File: src/rtl/sha1_padder.sv
// rtl/sha1_padder.sv - SHA-1 message padder: packs 32-bit big-endian words into 512-bit padded blocks
//
// Ports:
//   clk_i, rst_ni                 clock, asynchronous active-low reset
//   abort_i                       (only with SHA1_PADDER_ABORT_EN) drop the partial message
//   in_valid_i/in_ready_o         message word handshake
//   in_data_i, in_keep_i          word (first byte in [31:24]) and left-aligned valid byte count 0..4
//   in_last_i                     final word of the message
//   block_valid_o/block_ready_i   padded block handshake
//   block_o, block_last_o         512-bit block (word 0 in [511:480]) and final-block flag
//
// Optional feature: define SHA1_PADDER_ABORT_EN to add the abort_i input.

module sha1_padder #(
    parameter int BlockWidth = 512,
    parameter int WordWidth  = 32,
    parameter int LenWidth   = 64
) (
    input  logic                  clk_i,
    input  logic                  rst_ni,
`ifdef SHA1_PADDER_ABORT_EN
    input  logic                  abort_i,
`endif
    input  logic                  in_valid_i,
    output logic                  in_ready_o,
    input  logic [WordWidth-1:0]  in_data_i,
    input  logic [2:0]            in_keep_i,
    input  logic                  in_last_i,
    output logic                  block_valid_o,
    input  logic                  block_ready_i,
    output logic [BlockWidth-1:0] block_o,
    output logic                  block_last_o
);

    localparam int NumWords = BlockWidth / WordWidth;

    typedef enum logic {
        FILL = 1'b0,
        EMIT = 1'b1
    } state_t;

    state_t                state;
    logic [3:0]            idx;
    logic [LenWidth-1:0]   len;
    logic                  extra_pending;  // a length-only block must follow the current one
    logic                  pad_pending;    // that extra block also carries the 0x80 marker

    logic [WordWidth-1:0]  keep_mask;
    logic [WordWidth-1:0]  pad_byte;
    logic [WordWidth-1:0]  data_word;
    logic [LenWidth-1:0]   len_next;
    logic [4:0]            pad_pos;
    logic [BlockWidth-1:0] fill_block;
    logic [BlockWidth-1:0] ext_block;

    assign in_ready_o    = (state == FILL);
    assign block_valid_o = (state == EMIT);

    always_comb begin
        keep_mask = '0;
        pad_byte  = '0;
        case (in_keep_i)
            3'd0: begin keep_mask = 32'h0000_0000; pad_byte = 32'h8000_0000; end
            3'd1: begin keep_mask = 32'hFF00_0000; pad_byte = 32'h0080_0000; end
            3'd2: begin keep_mask = 32'hFFFF_0000; pad_byte = 32'h0000_8000; end
            3'd3: begin keep_mask = 32'hFFFF_FF00; pad_byte = 32'h0000_0080; end
            default: begin keep_mask = 32'hFFFF_FFFF; pad_byte = 32'h0000_0000; end
        endcase

        data_word = in_data_i & keep_mask;
        len_next  = len + LenWidth'({in_keep_i, 3'b000});
        // A full final word pushes the 0x80 marker into the next word slot;
        // pad_pos == 16 means it spills past this block entirely.
        pad_pos   = (in_keep_i >= 3'd4) ? ({1'b0, idx} + 5'd1) : {1'b0, idx};

        fill_block = block_o;
        for (int w = 0; w < NumWords; w++) begin
            if (4'(w) == idx) begin
                fill_block[BlockWidth-1-WordWidth*w -: WordWidth] =
                    in_last_i ? (data_word | pad_byte) : data_word;
            end else if (in_last_i && (4'(w) > idx)) begin
                fill_block[BlockWidth-1-WordWidth*w -: WordWidth] =
                    (5'(w) == pad_pos) ? 32'h8000_0000 : 32'h0000_0000;
            end
        end
        if (in_last_i && (pad_pos <= 5'd13)) begin
            fill_block[LenWidth-1:0] = len_next;
        end

        ext_block = '0;
        ext_block[BlockWidth-1 -: WordWidth] = pad_pending ? 32'h8000_0000 : 32'h0000_0000;
        ext_block[LenWidth-1:0] = len;
    end

    always_ff @(posedge clk_i or negedge rst_ni) begin
        if (!rst_ni) begin
            state         <= FILL;
            idx           <= '0;
            len           <= '0;
            extra_pending <= 1'b0;
            pad_pending   <= 1'b0;
            block_o       <= '0;
            block_last_o  <= 1'b0;
        end else begin
`ifdef SHA1_PADDER_ABORT_EN
            if (abort_i) begin
                state         <= FILL;
                idx           <= '0;
                len           <= '0;
                extra_pending <= 1'b0;
                pad_pending   <= 1'b0;
                block_last_o  <= 1'b0;
            end else
`endif
            begin
                case (state)
                    FILL: begin
                        if (in_valid_i) begin
                            block_o <= fill_block;
                            len     <= len_next;
                            if (in_last_i) begin
                                idx   <= '0;
                                state <= EMIT;
                                if (pad_pos <= 5'd13) begin
                                    block_last_o <= 1'b1;
                                end else begin
                                    block_last_o  <= 1'b0;
                                    extra_pending <= 1'b1;
                                    pad_pending   <= (pad_pos == 5'd16);
                                end
                            end else begin
                                idx <= idx + 4'd1;
                                if (idx == 4'd15) begin
                                    state        <= EMIT;
                                    block_last_o <= 1'b0;
                                end
                            end
                        end
                    end
                    EMIT: begin
                        if (block_ready_i) begin
                            if (extra_pending) begin
                                block_o       <= ext_block;
                                block_last_o  <= 1'b1;
                                extra_pending <= 1'b0;
                                pad_pending   <= 1'b0;
                            end else if (block_last_o) begin
                                state        <= FILL;
                                idx          <= '0;
                                len          <= '0;
                                block_last_o <= 1'b0;
                            end else begin
                                state <= FILL;
                            end
                        end
                    end
                    default: state <= FILL;
                endcase
            end
        end
    end

endmodule
File: config.mk
export PLATFORM = sky130hd
export DESIGN_NAME = sha1_padder
export DESIGN_NICKNAME = d
export VERILOG_FILES = /design/src/rtl/sha1_padder.sv
export SDC_FILE = /design/constraint.sdc
export NUM_CORES = 1
export LEC_CHECK = 0
export CELL_PAD_IN_SITES_DETAIL_PLACEMENT = 0
export CELL_PAD_IN_SITES_GLOBAL_PLACEMENT = 1
export CORE_UTILIZATION = 40
export CTS_BUF_LIST = sky130_fd_sc_hd__clkbuf_4 sky130_fd_sc_hd__clkbuf_8 sky130_fd_sc_hd__clkbuf_16
export DETAILED_ROUTE_END_ITERATION = 6
export PLACE_DENSITY_LB_ADDON = 0.15
export SYNTH_ARGS = -nofsm -noshare
export SYNTH_HDL_FRONTEND = slang
export SYNTH_SLANG_ARGS = --single-unit
File: constraint.sdc
create_clock -name clk_i -period 6.8 [get_ports clk_i]
set_input_delay 1.36 -clock clk_i [delete_from_list [all_inputs] [get_ports clk_i]]
set_output_delay 1.36 -clock clk_i [all_outputs]
set_load 0.01 [all_outputs]
==> metrics.txt, run 1 <==
gr ovfl total 0; first drt pass iteration count 7; Pwr Density 326.2 mW/mm2; post-layout net count 3172; via count 23180; routed len/inst 26.94 um; leak pwr 14.03 nW; TritonCTS buffer count 67; IO buf count 554; uppermost layer routed met5; die area 0.06299 mm2; CP max-delay cell clkdlybuf4s50_1; core region area 0.06081 mm2; leading area contributor after synthesis dfrtp_1; Commonest cells post-synth 676 x nand2_1, 581 x dfrtp_1, 464 x o21ai_0; critical path type input pin to flop; Via density 5.853; FF/Latch Area 0.01454 mm2; Synth async-reset ratio 100.0%; post-synthesis cell type count 75; #FFs+latches synth 581; Tot GR Track Use 33.48%; Initial Util 40.78%; min cycle time layout 4.704 ns; Cells after DPL 3838; Post-Syn Area per Cell 9.287 um2; Iter 0 DRT Violations 2271; Final Max Tran Viols 0; drc violations 0; Final period util 69.18%; met2 routed WL 50.30 mm; Std-Cell Rows 90; Worst-path clk slew 0.06 ns; outcome finished clean; slew margin rel. 12.44%; maximum VDD drop 0.0003267 V; ys flop type dfrtp_1; Critical Path End Type flop; final antenna-violating net count 0; final setup fails 0; Cells after Synth 2670; reg-to-reg critical path startpoint idx[0]; Max-Cap Viols 0; FMAX 0.2126 GHz; CP Launch Type input pin; area of the mapped netlist 0.02480 mm2; Seq/Total Area, Yosys 58.63%; global-route wire length before repair 155.6 mm; Synth top area share 58.63%; CP max FO 14; start point of the worst hold path block_o[2]; Placer Congestion 0.9312; multi-input logic area 0.009419 mm2; CTS tree yes; setup_tns 0 ns; CTS max path bufs 3; Post-Route WL 106.7 mm; Critical Path Source in_keep_i[2]; routed wl met3 8.236 mm; largest net degree at the start of global routing 168; vias in the first global route 21780; Fillers 5481; Critical Path AT 5.23 ns; worst path cell trace clkdlybuf4s50_1, ha_1, nor2b_1, o2111a_1, nand3_1, nor3_1, nand2_1, or4_1, a31oi_1; Die X 251.0 um; Worst Path Required 7.32 ns; H-Tree Depth 3; Finished Layout Cells 3961; Setup Buffers After CTS 0; syn nets 2717; Post-synth EDFFs 0; Synth-to-Final Area Change 34.18%; final hold violation count 0; I/O pin cnt 555; RSZ-0062 raised after global routing no; Root Buffer clkbuf_16; clock latency on the worst-skew pair 0.60 ns; Post-Route Skew 0.01322 ns; top-count cell post-synth nand2_1; Slowest Stage Delay on Critical Path 0.88 ns; worst-margin pin slew 1.310 ns; DIE HEIGHT 251.0 um; met1 WL 43.13 mm; DP HPWL 72.85 mm; Ys Warns 0; share of layout cells above drive strength 1 6.547%; Bufs and invs on worst path 1; CTS hold repair buffers 0; initial antenna violation count 5; Hold/Removal Path Class flop to flop; main area contributors after synthesis dfrtp_1 59%, nand2_1 10%, o21ai_0 9.4%; CTS sink count 581; CP delay by family, top simple AND/OR/NAND/NOR gates; post-cts sizing count 0
-- metal layers --
| metal | global-route usage [%] | vias up |
|---|---|---|
| li1 | - | 10190 |
| met3 | 6.720 | 209 |
| met5 | 0 | - |
| met1 | 44.29 | 11690 |
| met4 | 15.17 | 4 |
| met2 | 53.24 | 1094 |
-- worst register-to-register path, cell delays in order, from the launching register on --
cell and delay, ns:
dfrtp_1 0.65, inv_1 0.19, ha_1 0.41, mux2i_1 0.60, o21bai_1 0.34, and3_1 0.72
buf_4 0.36, nor3_1 0.08, a2111oi_0 0.43, nor3_1 0.11
-- placed cells by master, fill, tap and decap left out, types with 6 or more instances in the layout --
cell type          n
nand2_1          676
dfrtp_1          580
clkdlybuf4s50_1  553
o21ai_0          462
nor2_1            83
a21oi_1           81
o21ai_1           73
clkbuf_16         68
o31ai_1           66
buf_4             54
nor3_1            49
nand3_1           47
nand4_1           22
inv_1             19
o221ai_1          18
and3_1            17
o32ai_1           17
xnor2_1           17
clkbuf_4          17
a31oi_1           15
clkbuf_8          15
o22ai_1           14
nor4_1            14
clkinv_2          12
and2_1            11
a211oi_1           8
xor2_1             8
a221o_1            8
a21o_1             7
or3_1              6
nor2b_1            6
and4_1             6
a22o_1             6
ha_1               6
-- registers in the layout (all words and copies together), names as in the netlist --
register	count
block_o	512
len	61
idx	4
block_last_o	1
block_valid_o	1
extra_pending	1
pad_pending	1
-- power breakdown --
part           switching [mW]  internal [mW]
Combinational            2.00           1.05
Sequential              0.305           3.83
Clock                    1.51           2.16
-- cells by family after synthesis --
group / Yosys count / synth area share (%)
muxes: 5 / 0.2069
buffers and inverters: 246 / 3.789
DFF: 581 / 58.63
AOI/OAI and AO/OA: 834 / 19.28
and+or+nand+nor: 972 / 16.83
adders and majority gates: 7 / 0.3835
xor gates and xnor gates: 25 / 0.8830
-- layout make-up --
cell class / count / share of cell area (%)
Clock buffer: 100 / 6.119
Antenna cell: 2 / 0.01504
Inverter: 21 / 0.2369
Multi-Input combinational cell: 1843 / 28.31
Timing Repair Buffer: 611 / 18.08
Tap cell: 782 / 2.941
Clock inverter: 21 / 0.5942
Sequential cell: 581 / 43.70
-- per-stage QoR --
step	setup slack, ns	hold WS, ns	util, %	power, mW	cell area [um2]
after floorplan	2.884	0.4408	-	5.519	24800
after global placement	1.642	0.4602	51.03	7.184	31030
after detailed placement	1.505	0.4569	51.03	7.209	31030
after CTS	2.131	0.4680	54.71	10.88	33270
after global routing	1.831	0.4950	54.71	11.26	33270
final	2.096	0.4634	54.71	10.85	33270
-- final timing paths --
kind | slack (ns) | to | depth (start not counted)
worst min register to register | 0.46 | block_o[2] | 2
min in group asynchronous | 0.70 | block_o[312] | 1
worst max register to register | 2.78 | block_o[34] | 9
worst max-delay path | 2.10 | block_o[59] | 9
max in group asynchronous | 4.63 | len[54] | 2
worst min-delay path | 0.46 | block_o[2] | 2
No activity file was read; power rests on OpenSTA's default activity.
==> run 2: changes to the inputs <==
--- a/config.mk
+++ b/config.mk
@@ -7,7 +7,7 @@
 export LEC_CHECK = 0
 export CELL_PAD_IN_SITES_DETAIL_PLACEMENT = 0
 export CELL_PAD_IN_SITES_GLOBAL_PLACEMENT = 1
-export CORE_UTILIZATION = 40
+export CORE_UTILIZATION = 38
 export CTS_BUF_LIST = sky130_fd_sc_hd__clkbuf_4 sky130_fd_sc_hd__clkbuf_8 sky130_fd_sc_hd__clkbuf_16
 export DETAILED_ROUTE_END_ITERATION = 6
 export PLACE_DENSITY_LB_ADDON = 0.15
==> constraint.sdc (replaced) <==
create_clock -name clk_i -period 4.7 [get_ports clk_i]
set_input_delay 0.94 -clock clk_i [delete_from_list [all_inputs] [get_ports clk_i]]
set_output_delay 0.94 -clock clk_i [all_outputs]
set_load 0.01 [all_outputs]
==> run 2 against run 1 <==
Effect of this change: count of clock-buffer cells in the layout shrank 7; critical endpoint is now block_o[63]; non-clock buffer count grew 37; cell count grew 2.6%; combinational power grew 48%; via count grew 0.58%; global-route usage shrank 1.1 points.
==> metrics.txt, run 2 (synthesis gave the netlist of run 1 again) <==
CP Launch Type input pin; Synth-to-Final Area Change 35.84%; CP delay by family, top simple AND/OR/NAND/NOR gates; met2 Use GR 52.37%; Final period util 78.81%; final setup fails 0; Critical Path Source in_keep_i[0]; largest net degree at the start of global routing 115; Root Buffer clkbuf_16; first drt pass iteration count 6; drc violations 0; Std-Cell Rows 93; outcome finished clean; Via density 5.736; Fillers 5969; Tot GR Track Use 32.39%; Critical Path AT 4.20 ns; I/O pin cnt 555; die area 0.06628 mm2; clock latency on the worst-skew pair 0.61 ns; number of flip-flops in the largest register 512; Critical Path End Type flop; Post-Route Skew 0.01829 ns; post-layout net count 3209; setup_tns 0 ns; Hold/Removal Path Class input pin to async pin; Regs by FF count block_o: 512 flops, len: 61 flops, idx: 4 flops; CTS sink count 581; RSZ-0062 raised after global routing no; H-Tree Depth 3; FMAX 0.2700 GHz; Worst-path clk slew 0.06 ns; worst-margin pin slew 1.155 ns; share of layout cells above drive strength 1 7.508%; Pwr Density 470.0 mW/mm2; CP max-delay cell clkdlybuf4s50_1; # diodes 0; Final Max Tran Viols 0; slew margin rel. 22.78%; post-cts sizing count 0; Slowest Stage Delay on Critical Path 0.56 ns; multi-input logic area 0.009427 mm2; Initial Util 38.47%; maximum VDD drop 0.0002888 V; initial antenna violation count 3; core region area 0.06446 mm2; global-route wire length before repair 159.0 mm; CTS max path bufs 3; DIE HEIGHT 257.4 um; Bufs and invs on worst path 3; vias in the first global route 22160; final hold violation count 0; CTS tree yes; gr ovfl total 0; CTS hold repair buffers 0; GR Util met3 6.147%; Iter 0 DRT Violations 2379; final antenna-violating net count 0; via count 23320; worst path cell trace clkdlybuf4s50_1, ha_1, inv_1, fa_1, nor2b_1, o2111a_1, nand3_1, buf_4, nor4_1, o21ai_0, a221oi_1; routed len/inst 26.83 um; IO buf count 554; min cycle time layout 3.704 ns; Setup Buffers After CTS 0; post-route setup slack 0.9958 ns; leak pwr 14.20 nW; TritonCTS buffer count 67; CP max FO 6; reg-to-reg critical path startpoint idx[0]; largest reg by FF count block_o; Max-Cap Viols 0; Pwr Total 15.83 mW; Placement Setup Slack 0.4632 ns; Placer Congestion 0.9018; most common cell after layout, fill and taps aside nand2_1; FF/Latch Area 0.01454 mm2; Worst Path Required 5.19 ns; critical path type input pin to flop; Post-Route WL 109.1 mm; Die X 257.4 um; met1 Usage GRT 43.00%; gr busiest metal met2; commonest non-fill, non-tap cells in the layout 676 x nand2_1, 580 x dfrtp_1, 553 x clkdlybuf4s50_1; DP HPWL 75.76 mm
-- run 2: cell count changes in the layout (fill, tap and decap cells not counted), sizes merged --
cell      before  now
clkbuf       100   93
clkinvlp       2    3
clkinv        13   15
inv           25   24
buf           58   95
bufinv         2    3
diode          2    0
-- run 2: routing by layer --
layer	vias up	wire length, um
met5	-	20
met4	4	4551
met3	212	7939
met2	1124	51920
met1	11700	44640
li1	10280	-
-- run 2: cell type report --
type / instances / area share [%]
Tap cell: 855 / 3.176
Sequential cell: 581 / 43.17
Clock inverter: 24 / 0.8655
Inverter: 21 / 0.2340
Clock buffer: 93 / 5.776
Multi-Input combinational cell: 1843 / 27.99
Timing Repair Buffer: 648 / 18.80
-- run 2: final timing paths --
check,end,slack [ns],cells past startpoint
setup / recovery,block_o[63],1.0,11
setup reg to reg,block_o[38],1.06,8
hold reg to reg,block_o[299],0.48,2
max in group asynchronous,block_o[169],3.08,2
min in group clk_i,block_o[299],0.48,2
hold / removal,block_o[313],0.40,1
-- run 2: stage by stage --
| step | std cells | utilization [%] | area, um2 | hold slack, ns |
|---|---|---|---|---|
| after floorplan | 2670 | - | 24800 | 0.4408 |
| after global placement | 3948 | 48.78 | 31450 | 0.4572 |
| after detailed placement | 3948 | 48.78 | 31450 | 0.4654 |
| after CTS | 4065 | 52.25 | 33680 | 0.4592 |
| after global routing | 4065 | 52.25 | 33680 | 0.4749 |
| final | 4065 | 52.25 | 33680 | 0.3974 |
-- run 2: power by group --
| group | switching [mW] | total [mW] | internal [mW] |
|---|---|---|---|
| Clock | 2.22 | 5.32 | 3.10 |
| Combinational | 2.96 | 4.52 | 1.56 |
| Sequential | 0.459 | 5.99 | 5.54 |
| Total | 5.64 | 15.8 | 10.2 |
==> run 3: changes to the inputs <==
==> constraint.sdc (replaced) <==
create_clock -name clk_i -period 3.7 [get_ports clk_i]
set_input_delay 0.74 -clock clk_i [delete_from_list [all_inputs] [get_ports clk_i]]
set_output_delay 0.74 -clock clk_i [all_outputs]
set_load 0.01 [all_outputs]
==> run 3 against run 2 <==
Effect of this change: global-route usage grew 0.52 points; sequential share of layout area is 0.69 points lower; design area grew 1.6%; sequential power grew 27%; register-to-register slack lost 0.44 ns; setup slack got worse by 0.51 ns; critical path type is now flop to primary output; largest power group unchanged; highest routed layer unchanged.
==> metrics.txt, run 3 (synthesis gave the netlist of run 1 again) <==
CTS max path bufs 3; uppermost layer routed met5; routed len/inst 26.73 um; Post-Route Skew 0.02482 ns; Worst-path clk slew 0.06 ns; Iter 0 DRT Violations 2107; CTS sink count 581; worst path cell trace buf_4, clkdlybuf4s50_1; CP max-delay cell dfrtp_2; Tot GR Track Use 32.91%; Final period util 86.93%; Max-Cap Viols 0; slew margin rel. 22.25%; reg-to-reg critical path startpoint idx[1]; routed wl met3 7.822 mm; I/O pin cnt 555; post-cts sizing count 0; TritonCTS buffer count 66; Worst R2R Path Depth 9; CP delay by family, top buffers and inverters; post-layout net count 3282; final hold violation count 0; Bufs and invs on worst path 2; Via density 5.696; outcome finished clean; initial antenna violation count 4; Std-Cell Rows 93; min cycle time layout 3.217 ns; H-Tree Depth 3; share of layout cells above drive strength 1 9.424%; FF/Latch Area 0.01454 mm2; RSZ-0062 raised after global routing no; FMAX 0.3109 GHz; Root Buffer clkbuf_16; Hold/Removal Path Class input pin to async pin; Critical Path AT 2.48 ns; number of flip-flops in the largest register 512; Slowest Stage Delay on Critical Path 0.69 ns; DP HPWL 78.64 mm; global-route wire length before repair 161.0 mm; Regs by FF count block_o: 512 flops, len: 61 flops, idx: 4 flops; met2 routed WL 52.42 mm; core region area 0.06446 mm2; CP Depth 2; post-route setup slack 0.4835 ns; CTS hold repair buffers 0; largest reg by FF count block_o; maximum VDD drop 0.0002906 V; Worst Path Required 2.96 ns; largest net degree at the start of global routing 100; die area 0.06628 mm2; CP max FO 39; final setup fails 0; via count 23550; Pwr Total 20.11 mW; drc violations 0; first drt pass iteration count 6; Initial Util 38.47%; gr ovfl total 0; reg-to-reg setup timing slack 0.62 ns; Setup Buffers After CTS 0; Critical Path Source block_valid_o; IO buf count 554; CTS tree yes; Placement Setup Slack -0.06278 ns; most common cell after layout, fill and taps aside nand2_1; leak pwr 14.55 nW; reg2reg end block_o[63]; met1 WL 45.77 mm; Final Max Tran Viols 0; worst-margin pin slew 1.162 ns; DIE HEIGHT 257.4 um; Die X 257.4 um; Synth-to-Final Area Change 38.04%; Fillers 5980; Post-Route WL 110.5 mm; CP Launch Type flop; multi-input logic area 0.009425 mm2; vias in the first global route 22650; crit path to block_valid_o; final antenna-violating net count 0; commonest non-fill, non-tap cells in the layout 676 x nand2_1, 580 x dfrtp_1, 553 x clkdlybuf4s50_1; Critical Path End Type primary output; critical path type flop to primary output; clock latency on the worst-skew pair 0.61 ns; Placer Congestion 0.9345; Pwr Density 587.5 mW/mm2
run 3: final cells by class:
type                            instances  area share, %
Antenna cell                            1       0.007311
Clock buffer                           92          5.651
Sequential cell                       581          42.48
Tap cell                              855          3.125
Clock inverter                         20         0.5922
Timing Repair Buffer                  722          20.38
Inverter                               21         0.2303
Multi-Input combinational cell       1843          27.54
run 3: per-layer routing:
metal  track usage [%]  vias up
met5                 0        -
li1                  -    10410
met2             53.08     1061
met3             5.674      175
met1             43.86    11910
met4             13.46        2
run 3: worst min path at each step:
| stage | end | slack (ns) |
|---|---|---|
| 2_1_floorplan | block_last_o | 0.44 |
| 3_3_place_gp | block_o[2] | 0.46 |
| 3_5_place_dp | block_o[2] | 0.46 |
| 4_1_cts | block_o[282] | 0.16 |
| 5_1_grt | block_o[282] | 0.18 |
| 6_report | block_o[282] | 0.14 |
run 3: report_power, final:
| part | internal, mW | leakage (nW) | switching (mW) |
|---|---|---|---|
| Combinational | 2.10 | 5.48 | 3.81 |
| Clock | 3.81 | 1.07 | 2.77 |
| Sequential | 7.03 | 8.00 | 0.589 |
run 3: stage by stage:
stage / cells / utilization, % / TNS, ns / hold slack, ns / area (um2)
2_1_floorplan: 2670 / - / 0 / 0.4408 / 24800
3_3_place_gp: 4022 / 49.78 / -0.02668 / 0.4610 / 32090
3_5_place_dp: 4022 / 49.78 / -0.06278 / 0.4648 / 32090
4_1_cts: 4134 / 53.09 / 0 / 0.1647 / 34230
5_1_grt: 4134 / 53.09 / 0 / 0.1837 / 34230
6_report: 4135 / 53.10 / 0 / 0.1422 / 34230
==> edit 1: new RTL, settings of run 2 <==
Change the parameter `BlockWidth` from 512 to 256.
--- a/src/rtl/sha1_padder.sv
+++ b/src/rtl/sha1_padder.sv
@@ -14,3 +14,3 @@
 module sha1_padder #(
-    parameter int BlockWidth = 512,
+    parameter int BlockWidth = 256,
     parameter int WordWidth  = 32,
Interface: changed (resized block_o); port bits go from 555 to 299. No check against the original RTL was run, so the function may have changed too.
==> edit 1 against run 2 <==
  * Routed wire length decreased by 39%
  * Register-to-register slack got worse by 0.08 ns
  * Total power decreased by 46%
  * Sequential cell count decreased by 256
  * Non-clock buffer count decreased by 291
  * Cell area decreased by 37%
  * Clock power decreased by 42%
  * Sequential power decreased by 43%
  * Die area decreased by 34%
  * Synthesized area decreased by 34%
  * Setup slack got worse by 0.15 ns
  * Critical path depth decreased by 1
  * Largest cell class unchanged
==> edit 1: results (changes against run 2) <==
\begin{tabular}{lr}
\hline
Metric & Value \\
\hline
\multicolumn{2}{l}{\textbf{Run status}} \\
\quad Result of the run & completed \\
\multicolumn{2}{l}{\textbf{Detailed routing}} \\
\quad Total wire length & 67000 microns (-39\%) \\
\quad Violation count after the first detailed-routing iteration & 1612 (-32\%) \\
\quad DR vias/cell & 5.94 (+3.6\%) \\
\multicolumn{2}{l}{\textbf{Place}} \\
\quad Placed wire-length estimate after detailed placement & 45900 microns (-39\%) \\
\quad Port-buffer cells & 298 (-46\%) \\
\multicolumn{2}{l}{\textbf{Cells and area}} \\
\quad Nonclk inv count & 28 (+33\%) \\
\quad Clk tree area frac & 0.0609 (-0.00551) \\
\quad Filler cell count in the final layout & 4062 (-32\%) \\
\quad Multi-In Gates & 1337 (-27\%) \\
\quad Biggest registers after layout & block\_o x256, len x61, idx x4 \\
\quad Number of nets in the layout & 2135 (-33\%) \\
\quad Area share of buffers outside the clock network & 0.165 (-0.0234) \\
\quad Fraction of final layout cells sized beyond drive strength 1 & 0.0742 (-0.000881) \\
\quad Multi-input combinational area share & 0.353 (+0.0735) \\
\quad Clock buffer count & 60 (-35\%) \\
\multicolumn{2}{l}{\textbf{Synth}} \\
\quad Post-synthesis sequential area ratio & 0.500 (-0.0863) \\
\quad Top cells by area in the synthesized netlist & dfrtp\_1, o21ai\_0, nand2\_1, o31ai\_1, clkbuf\_1 \\
\multicolumn{2}{l}{\textbf{Critical path}} \\
\quad Setup slack on the worst flop-to-flop path & 0.98 ns (-0.08 ns) \\
\quad Capture point of the worst path & len[49]\$\_DFFE\_PN0P\_ \\
\quad FF-to-FF path depth & 10 (+2) \\
\quad Capturing point of the worst reg2reg path & block\_o[41]\$\_DFFE\_PN0P\_ \\
\quad Biggest cell delay along the critical path & 0.74 ns (+0.18 ns) \\
\quad Maximum fanout along the worst path & 7 (+1) \\
\quad Arrival @ worst endpoint & 4.34 ns (+0.14 ns) \\
\multicolumn{2}{l}{\textbf{Global route}} \\
\quad Global routing usage on met3 & 0.0589 (-0.00255) \\
\quad Grt met1 use & 0.404 (-0.0258) \\
\quad Overall track demand over capacity in global routing & 0.305 (-0.0190) \\
\quad Via count of the first global-routing pass & 15.1k (-32\%) \\
\multicolumn{2}{l}{\textbf{STA}} \\
\quad Final Skew & 0.0160 ns (-0.00231 ns) \\
\quad Transition at the pin with the smallest max-transition slack & 1.11 ns (-0.0467 ns) \\
\multicolumn{2}{l}{\textbf{CTS}} \\
\quad Number of clock sinks seen by CTS & 325 (-44\%) \\
\quad Worst-Skew Late Latency & 0.57 ns (-0.04 ns) \\
\quad Total CTS buffers & 39 (-42\%) \\
\quad H-tree depth & 2 (-1) \\
\multicolumn{2}{l}{\textbf{Power and ir drop}} \\
\quad Flop+latch power & 3.43 mW (-43\%) \\
\quad Leakage power figure & 8.58 nW (-40\%) \\
\quad Peak supply drop & 0.208 mV (-28\%) \\
\hline
\end{tabular}
==> edit 1: through the flow <==
stage	hold slack, ns	cells	instance area (sq um)	util	setup WS [ns]
2_1_floorplan	0.460	1847	16300	-	1.45
3_3_place_gp	0.459	2586	19900	0.473	0.429
3_5_place_dp	0.467	2586	19900	0.473	0.349
4_1_cts	0.347	2655	21200	0.503	0.923
5_1_grt	0.375	2655	21200	0.503	0.717
6_report	0.333	2655	21200	0.503	0.849
==> edit 1: logic make-up (layout without fill, tap and decap cells) <==
family,Yosys count,in the layout,synth area share
XOR/XNOR,6,6,0.00323
AO/OA/AOI/OAI,618,618,0.232
flip-flops,325,325,0.500
AND/OR/NAND/NOR,694,694,0.207
multiplexers,12,12,0.00762
buffers and inverters,185,454,0.0444
adder cells (fa/ha/maj),7,7,0.00585
==> edit 2: new RTL, config.mk and constraints of run 2 <==
Made on the original files. Make the reset (`rst_ni`) synchronous in one clocked block. Comments in the files are not updated.
--- a/src/rtl/sha1_padder.sv
+++ b/src/rtl/sha1_padder.sv
@@ -94,3 +94,3 @@
 
-    always_ff @(posedge clk_i or negedge rst_ni) begin
+    always_ff @(posedge clk_i) begin
         if (!rst_ni) begin
Check against the original RTL: not settled (the Yosys comparison gave no result); the edit may change what the design does.
==> edit 2 against run 2 <==
  * Critical path type is now reg -> reg
  * Setup slack got worse by 0.13 ns
  * Register-to-register slack worse by 0.19 ns
  * Synthesized area fell by 2.0%
  * Routed wire length grew 6.1%
  * Sequential share of layout area shrank 7.8 points
  * Final cell count grew 2.3%
  * Cell area fell by 2.4%
  * Worst hold slack better by 0.055 ns
  * Critical path depth is 4 lower
  * Sequential cell count unchanged
Power is not compared: it rests on default switching activity, and its combinational part moved more than twofold at a synthesized area within 25%.
==> edit 2: results (changes against run 2) <==
\begin{tabular}{lr}
\hline
Metric & Value \\
\hline
\multicolumn{2}{l}{\textbf{Critical path}} \\
\quad Gate family responsible for the most delay along the worst path & compound AO/OA/AOI/OAI gates \\
\quad FF-to-FF path depth & 7 (-1) \\
\quad Worst setup path category & reg -> reg \\
\quad Timing startpoint of the critical path & idx[0]\$\_SDFFE\_PN0P\_ \\
\quad Cell with the largest stage delay on the worst path & ha\_1 \\
\quad Arrival @ worst endpoint & 4.32 ns (+0.12 ns) \\
\quad Biggest cell delay along the critical path & 0.75 ns (+0.19 ns) \\
\quad Capture point of the worst path & block\_o[60]\$\_SDFFE\_PN0P\_ \\
\multicolumn{2}{l}{\textbf{Synth}} \\
\quad Number of nets in the synthesized netlist & 2920 (+7.5\%) \\
\quad Fraction of synthesis flops using an asynchronous set or reset pin & 0 (-1.00) \\
\quad Number of distinct library cells after synthesis & 82 (+9.3\%) \\
\quad Most frequent cells after synthesis & dfxtp\_1, nor2\_1, a22oi\_1 \\
\quad Top cells by area in the synthesized netlist & dfxtp\_1, a22oi\_1, nor2\_1, clkbuf\_1, a21oi\_1 \\
\quad Top FF cell, synth & dfxtp\_1 \\
\multicolumn{2}{l}{\textbf{CTS}} \\
\quad Clock edge transition at the registers on the reported setup and hold paths & 0.06 ns (about the same) \\
\quad Worst-Skew Late Latency & 0.64 ns (+0.03 ns) \\
\multicolumn{2}{l}{\textbf{Place}} \\
\quad Placed wire-length estimate after detailed placement & 78100 microns (+3.1\%) \\
\quad Worst Setup Slack post-DPL & 0.332 ns (-0.131 ns) \\
\quad Global placer's final weighted congestion & 0.932 (+3.4\%) \\
\quad Placed cell count & 4039 (+2.3\%) \\
\multicolumn{2}{l}{\textbf{STA}} \\
\quad Final worst-path setup slack & 0.870 ns (-0.125 ns) \\
\quad Final Skew & 0.0286 ns (+0.0103 ns) \\
\multicolumn{2}{l}{\textbf{Global route}} \\
\quad Overall track demand over capacity in global routing & 0.341 (+0.0167) \\
\quad Largest net degree at the start of global routing & 164 (+43\%) \\
\quad Number of antenna violations at the first check in global routing & 1 (-2) \\
\quad Global-route wire length before repair & 164000 microns (+2.9\%) \\
\multicolumn{2}{l}{\textbf{Detailed routing}} \\
\quad Number of vias in the routed layout & 25.0k (+7.1\%) \\
\quad Post-DR wirelength/cell & 27.8 microns (+3.7\%) \\
\quad Violation count after the first detailed-routing iteration & 2628 (+10\%) \\
\multicolumn{2}{l}{\textbf{Cells and area}} \\
\quad Fraction of final layout cells sized beyond drive strength 1 & 0.0863 (+0.0112) \\
\multicolumn{2}{l}{\textbf{Min path}} \\
\quad Worst hold-check path type & reg -> reg \\
\multicolumn{2}{l}{\textbf{Run status}} \\
\quad Result of the run & completed \\
\hline
\end{tabular}
-- edit 2: how the worst min path moves through the flow --
stage,endpoint,slack [ns]
after floorplan,pad_pending$_SDFFE_PN0P_,0.43
after global placement,block_o[0]$_SDFFE_PN0P_,0.44
after detailed placement,block_o[3]$_SDFFE_PN0P_,0.45
after CTS,block_o[3]$_SDFFE_PN0P_,0.46
after global routing,block_o[51]$_SDFFE_PN0P_,0.47
final,block_o[3]$_SDFFE_PN0P_,0.45
-- edit 2: cells by family after synthesis --
kind of cell    after synthesis  share of synthesized area
simple gates                991                      0.187
compound gates              899                      0.256
flops                       581                      0.479
buf+inv                     360                     0.0608
xor+xnor                     20                    0.00721
mux                          15                    0.00628
fa+ha+maj                     7                    0.00391
-- edit 2: final cells by class --
cell class	count	area (sq um)
fill	5852	30200
tap	846	1060
multi-input combinational	1932	11400
timing repair buffer	654	6370
clock buffer	88	1900
sequential	581	11600
clock inverter	32	383
inverter	26	105
-- edit 2: metal layers --
metal,vias to the layer above,wire [microns],share of wire,global-route usage
li1,11200,-,-,-
met1,12400,44500,0.38,0.409
met2,1197,54500,0.47,0.559
met3,251,10200,0.088,0.0889
met4,2,6550,0.057,0.178
met5,-,13,0.00011,0
-- edit 2: worst reg2reg max path, stage by stage (launching register included) --
cell       delay, ns
dfxtp_1         0.64
ha_1            0.75
nand3_1         0.42
a2111oi_0       0.51
o21ai_0         0.39
nand2_1         0.47
a221oi_1        0.16
a2111oi_0       0.37
-- edit 2: power groups by stage --
stage	Sequential (mW)	Combinational [mW]	Clock, mW
finish	5.01	1.03	5.44
global route	5.01	1.07	5.69
CTS	5.01	1.01	5.50
detailed placement	5.12	1.01	0
global placement	5.12	1.01	0
floorplan	5.12	0.497	0
-- edit 2: metrics by stage --
| step | hold WS [ns] | utilization |
|---|---|---|
| CTS | 0.456 | 0.521 |
| global placement | 0.443 | 0.485 |
| detailed placement | 0.447 | 0.485 |
| global route | 0.467 | 0.521 |
| floorplan | 0.434 | - |
| finish | 0.452 | 0.521 |
